$ cat src/rtl/threshold_table_loader.sv
// Fills the comparator threshold RAM with entry[c] = sat(floor(c * ratio / 2^FRAC_BITS)) using
// repeated addition. Optional running XOR of written data when LOADER_CHECKSUM_EN is defined.
module threshold_table_loader #(
  parameter int unsigned VECTOR_WIDTH = 920,
  parameter int unsigned CNT_WIDTH    = $clog2(VECTOR_WIDTH),
  parameter int unsigned RATIO_WIDTH  = 16,
  parameter int unsigned FRAC_BITS    = 8
) (
  input  logic                   clk,
  input  logic                   rstn,
  input  logic                   i_Start,
  input  logic [RATIO_WIDTH-1:0] i_Ratio,
  output logic                   o_Busy,
  output logic                   o_Done,
  output logic                   o_Loaded,
  output logic                   o_DatapathEn,
  output logic [CNT_WIDTH-1:0]   o_BRAM_Addr,
  output logic [CNT_WIDTH-1:0]   o_BRAM_Din,
  output logic                   o_BRAM_En,
`ifdef LOADER_CHECKSUM_EN
  output logic [CNT_WIDTH-1:0]   o_Checksum,
`endif
  output logic                   o_BRAM_WrEn
);

  localparam int unsigned AccWidth = CNT_WIDTH + RATIO_WIDTH;
  localparam logic [CNT_WIDTH-1:0] LastAddr = CNT_WIDTH'(VECTOR_WIDTH);

  typedef enum logic [1:0] {StIdle, StLoad, StDone} state_e;

  state_e                 state_q;
  logic [RATIO_WIDTH-1:0] ratio_q;
  logic [AccWidth-1:0]    acc_q;
  logic                   busy_q;
  logic                   done_q;
  logic                   loaded_q;
  logic                   wren_q;
  logic [CNT_WIDTH-1:0]   addr_q;
  logic [CNT_WIDTH-1:0]   din_q;
`ifdef LOADER_CHECKSUM_EN
  logic [CNT_WIDTH-1:0]   chk_q;
`endif

  function automatic logic [CNT_WIDTH-1:0] sat(input logic [AccWidth-1:0] acc);
    logic [AccWidth-1:0] s;
    s = acc >> FRAC_BITS;
    if (|s[AccWidth-1:CNT_WIDTH]) return '1;
    return s[CNT_WIDTH-1:0];
  endfunction

  always_ff @(posedge clk) begin
    if (!rstn) begin
      state_q  <= StIdle;
      ratio_q  <= '0;
      acc_q    <= '0;
      busy_q   <= 1'b0;
      done_q   <= 1'b0;
      loaded_q <= 1'b0;
      wren_q   <= 1'b0;
      addr_q   <= '0;
      din_q    <= '0;
`ifdef LOADER_CHECKSUM_EN
      chk_q    <= '0;
`endif
    end else begin
      unique case (state_q)
        StIdle: begin
          if (i_Start) begin
            state_q  <= StLoad;
            ratio_q  <= i_Ratio;
            // Entry 0 is always 0; acc runs one entry ahead so data stays registered.
            acc_q    <= AccWidth'(i_Ratio);
            addr_q   <= '0;
            din_q    <= '0;
            busy_q   <= 1'b1;
            wren_q   <= 1'b1;
            loaded_q <= 1'b0;
`ifdef LOADER_CHECKSUM_EN
            chk_q    <= '0;
`endif
          end
        end
        StLoad: begin
`ifdef LOADER_CHECKSUM_EN
          chk_q <= chk_q ^ din_q;
`endif
          if (addr_q == LastAddr) begin
            state_q  <= StDone;
            busy_q   <= 1'b0;
            wren_q   <= 1'b0;
            done_q   <= 1'b1;
            loaded_q <= 1'b1;
          end else begin
            addr_q <= addr_q + 1'b1;
            din_q  <= sat(acc_q);
            acc_q  <= acc_q + AccWidth'(ratio_q);
          end
        end
        StDone: begin
          done_q  <= 1'b0;
          state_q <= StIdle;
        end
        default: state_q <= StIdle;
      endcase
    end
  end

  assign o_Busy       = busy_q;
  assign o_Done       = done_q;
  assign o_Loaded     = loaded_q;
  assign o_DatapathEn = loaded_q & ~busy_q;
  assign o_BRAM_En    = busy_q | loaded_q;
  assign o_BRAM_WrEn  = wren_q;
  assign o_BRAM_Addr  = addr_q;
  assign o_BRAM_Din   = din_q;
`ifdef LOADER_CHECKSUM_EN
  assign o_Checksum   = chk_q;
`endif

endmodule
$ cat config.mk
export PLATFORM = sky130hd
export DESIGN_NAME = threshold_table_loader
export DESIGN_NICKNAME = d
export VERILOG_FILES = /design/src/rtl/threshold_table_loader.sv
export SDC_FILE = /design/constraint.sdc
export NUM_CORES = 1
export LEC_CHECK = 0
export ABC_AREA = 1
export CAP_MARGIN = 25
export CORE_UTILIZATION = 50
export CTS_CLUSTER_DIAMETER = 80
export CTS_CLUSTER_SIZE = 14
export DETAILED_ROUTE_END_ITERATION = 8
export PLACE_DENSITY = 0.75
export SLEW_MARGIN = 20
export SYNTH_ARGS = -nofsm -noshare
export SYNTH_HDL_FRONTEND = slang
export SYNTH_SLANG_ARGS = --single-unit
$ cat constraint.sdc
create_clock -name clk -period 3.05 [get_ports clk]
set_input_delay 0.305 -clock clk [delete_from_list [all_inputs] [get_ports clk]]
set_output_delay 0.305 -clock clk [all_outputs]
set_load 0.03 [all_outputs]
==> results by group <==
Run status
  – Status: finished, final reports clean

Routing
  – Antenna-violating nets left: 0
  – DRT Pass-1 Iters: 5
  – Via count: 3964
  – Residual DRC: 0
  – Avg WL per Cell: 12.97 µm
  – DRT iter0 DRCs: 284
  – Via density: 5.335
  – Wirelength, routed: 9.638 mm

Logic synthesis
  – Async set or reset register ratio after synthesis: 0%
  – Synth warnings: 0
  – Synth top area share: 34.23%
  – Avg Inst Size Synth: 6.564 µm²
  – #FFs+latches synth: 67
  – Cells taking the most area after synthesis: dfxtp_1, nand2_1, nor2_1, o21ai_0, ha_1
  – Post-Synthesis Cell Area: 0.003919 mm²
  – Netlist cell types: 40
  – Post-Syn Nets: 635
  – EDFF count, synth: 0
  – Main flop type after synthesis: dfxtp_1
  – Cells after Synth: 597
  – Post-synthesis sequential area ratio: 34.23%
  – Post-synth top area cell: dfxtp_1

Power and ir drop
  – Clock power frac: 39.3%
  – Power Dens Cells: 491.4 mW/mm²
  – Sw frac: 29.02%
  – Static Leakage: 2.058 nW
  – Max VDD drop: 0.0002068 V
  – Sw Pwr: 0.6632 mW
  – Pwr Total: 2.285 mW
  – Sequential share of power: 42.0%
  – Internal Power: 1.622 mW
  – Logic pwr share: 18.6%

Timing
  – Final hold violation count: 0
  – Unrepaired setup endpoints after global routing: false
  – Pins Over Slew Limit: 0
  – Period utilization: 70.01%
  – Fmax: 0.4683 GHz
  – Hold_ws: 0.4569 ns
  – Crit path time final: 2.135 ns
  – Max transition margin: 69.83%
  – Worst slew pin tran: 0.4520 ns
  – Clk_skew: 0.009711 ns
  – Final Setup Violations: 0
  – Setup TNS: 0 ns

Clock network
  – Root buf cell: clkbuf_8
  – Clock transition at path regs: 0.08 ns
  – Cts hold-fix bufs: 0
  – Clock tree buffer depth: 2
  – Post-CTS sizing: 0
  – CTS Buf Count: 9
  – Clk sinks: 67
  – # Post-CTS Setup Buffers: 0
  – CTS tree: done
  – H-tree lvl count: 3
  – Clk_lat worst skew: 0.35 ns

Finish
  – Share of cells above drive strength 1: 6.522%
  – Diodes inserted: 0
  – Fin nets: 677
  – Multi-input gate area: 0.002230 mm²
  – Final Non-Filler Cells: 743
  – Final core occ: 62.78%
  – Register area: 0.001341 mm²
  – Area Growth Syn to Fin: 18.68%
  – Fillers: 714

Global route
  – Remaining global-route overflow: 0
  – Antenna violations before repair: 0
  – Vias in the first global route: 3767
  – Global-route wire length before repair: 17.02 mm
  – GRT Total Usage: 25.60%
  – Largest net degree at the start of global routing: 35

Floorplan
  – Rows: 31
  – Die width: 90.53 µm
  – Die area: 0.008196 mm²
  – Die height: 90.53 µm
  – IO Pins: 45
  – Core ar.: 0.007408 mm²
  – Initial core utilization: 52.90%

Hold path
  – Min-Delay Path Class: register to register
  – Worst hold stages: 2

Run
  – Max-cap violation count: 0

Critical path
  – Crit Path Max Fanout: 30
  – Worst setup EP type: register
  – Startpoint Class: register
  – R2R setup slack: 0.91 ns
  – Crit Path Class: register to register
  – Worst path required time: 3.33 ns
  – FF-to-FF path depth: 11
  – Arr. time, crit path: 2.42 ns

Placement
  – Placed cell count: 727
  – RD Place Congestion: 0.9467
  – Final HPWL DP: 7.006 mm
  – Port Buffer Count: 44
==> worst max-delay path, stage by stage, from the launching register on <==
cell     delay, ns
dfxtp_1       0.45
inv_1         0.12
ha_1          0.21
inv_1         0.06
nor2_2        0.05
nand3_2       0.09
nand2_2       0.08
nand2_4       0.30
nand2_2       0.31
inv_1         0.16
o21ai_0       0.09
o21ai_0       0.15
==> kinds of logic (layout without fill, tap and decap cells) <==
| kind of cell | after synthesis | count (layout) | share of synthesized area [%] |
|---|---|---|---|
| AND/OR/NAND/NOR | 315 | 315 | 34.36 |
| AO/OA/AOI/OAI | 108 | 108 | 14.46 |
| buffers and inverters | 80 | 127 | 8.876 |
| flip-flops | 67 | 67 | 34.23 |
| adder cells (fa/ha/maj) | 19 | 19 | 6.258 |
| XOR/XNOR | 7 | 7 | 1.565 |
| multiplexers | 1 | 1 | 0.2554 |
==> layout make-up <==
type / count / share of cell area [%]
multi-input combinational: 450 / 47.94
timing repair buffer: 48 / 10.12
clock buffer: 10 / 2.744
sequential: 67 / 28.84
tap: 99 / 2.663
clock inverter: 6 / 2.448
inverter: 63 / 5.246
==> layout by cell type (no fill, tap or decap), types with 2 or more instances in the layout <==
cell type and n:
nor2_2 2, nand2_4 2, xor2_1 7, a21oi_1 38, or2_2 2, nand3b_1 3, nor2_1 89, dfxtp_1 67
buf_4 4, o21bai_1 2, nand2_1 155, clkinvlp_4 2, nand3_1 29, clkdlybuf4s50_1 44, and2_1 3, bufinv_16 3
nor3_1 9, nand4_1 8, o21ai_1 3, nand3_2 3, inv_1 60, a31oi_1 3, ha_1 18, clkbuf_8 9
nand2_2 7, o21ai_0 56
==> worst paths after layout <==
path / startpoint / endpoint
hold reg to reg: o_BRAM_Din[7] / o_BRAM_Din[7]
setup reg to reg: o_BRAM_Addr[0] / acc_q[10]
hold / removal: o_BRAM_Din[7] / o_BRAM_Din[7]
setup / recovery: o_BRAM_Addr[0] / acc_q[10]
==> power groups by stage <==
stage,sequential (mW),clock [mW],combinational (mW)
after floorplan,0.981,0,0.306
after global placement,0.978,0,0.411
after detailed placement,0.980,0,0.419
after CTS,0.960,0.915,0.423
after global routing,0.967,0.957,0.486
final,0.961,0.899,0.426
==> registers in the layout, indices dropped and copies added (netlist names) <==
register	flops
acc_q	26
ratio_q	16
o_BRAM_Addr	10
o_BRAM_Din	10
state_q	2
o_BRAM_WrEn	1
o_Done	1
o_Loaded	1
==> Yosys cell counts (4+ instances only) <==
cell,instances
o21ai_0,56
nand2_2,7
clkbuf_1,7
nand2_1,155
a21oi_1,38
nand3_1,29
buf_6,4
xor2_1,7
dfxtp_1,67
buf_2,4
nor3_1,9
nor2_1,89
nand4_1,8
inv_1,60
ha_1,18
==> routing by layer <==
metal | up-vias | routed length [µm] | track usage, %
met5 | - | 0 | 0
met4 | 0 | 231 | 12.77
met3 | 19 | 574 | 4.461
met2 | 126 | 4401 | 41.22
met1 | 1803 | 4431 | 32.88
li1 | 2016 | - | -
==> metrics by stage <==
step	cell area [µm²]	worst slack [ns]
4_1_cts	4651	0.9344
2_1_floorplan	3919	1.277
3_3_place_gp	4409	0.9183
5_1_grt	4651	0.6678
6_report	4651	0.9146
3_5_place_dp	4409	0.8577
Power figures use the tool's default switching activity.
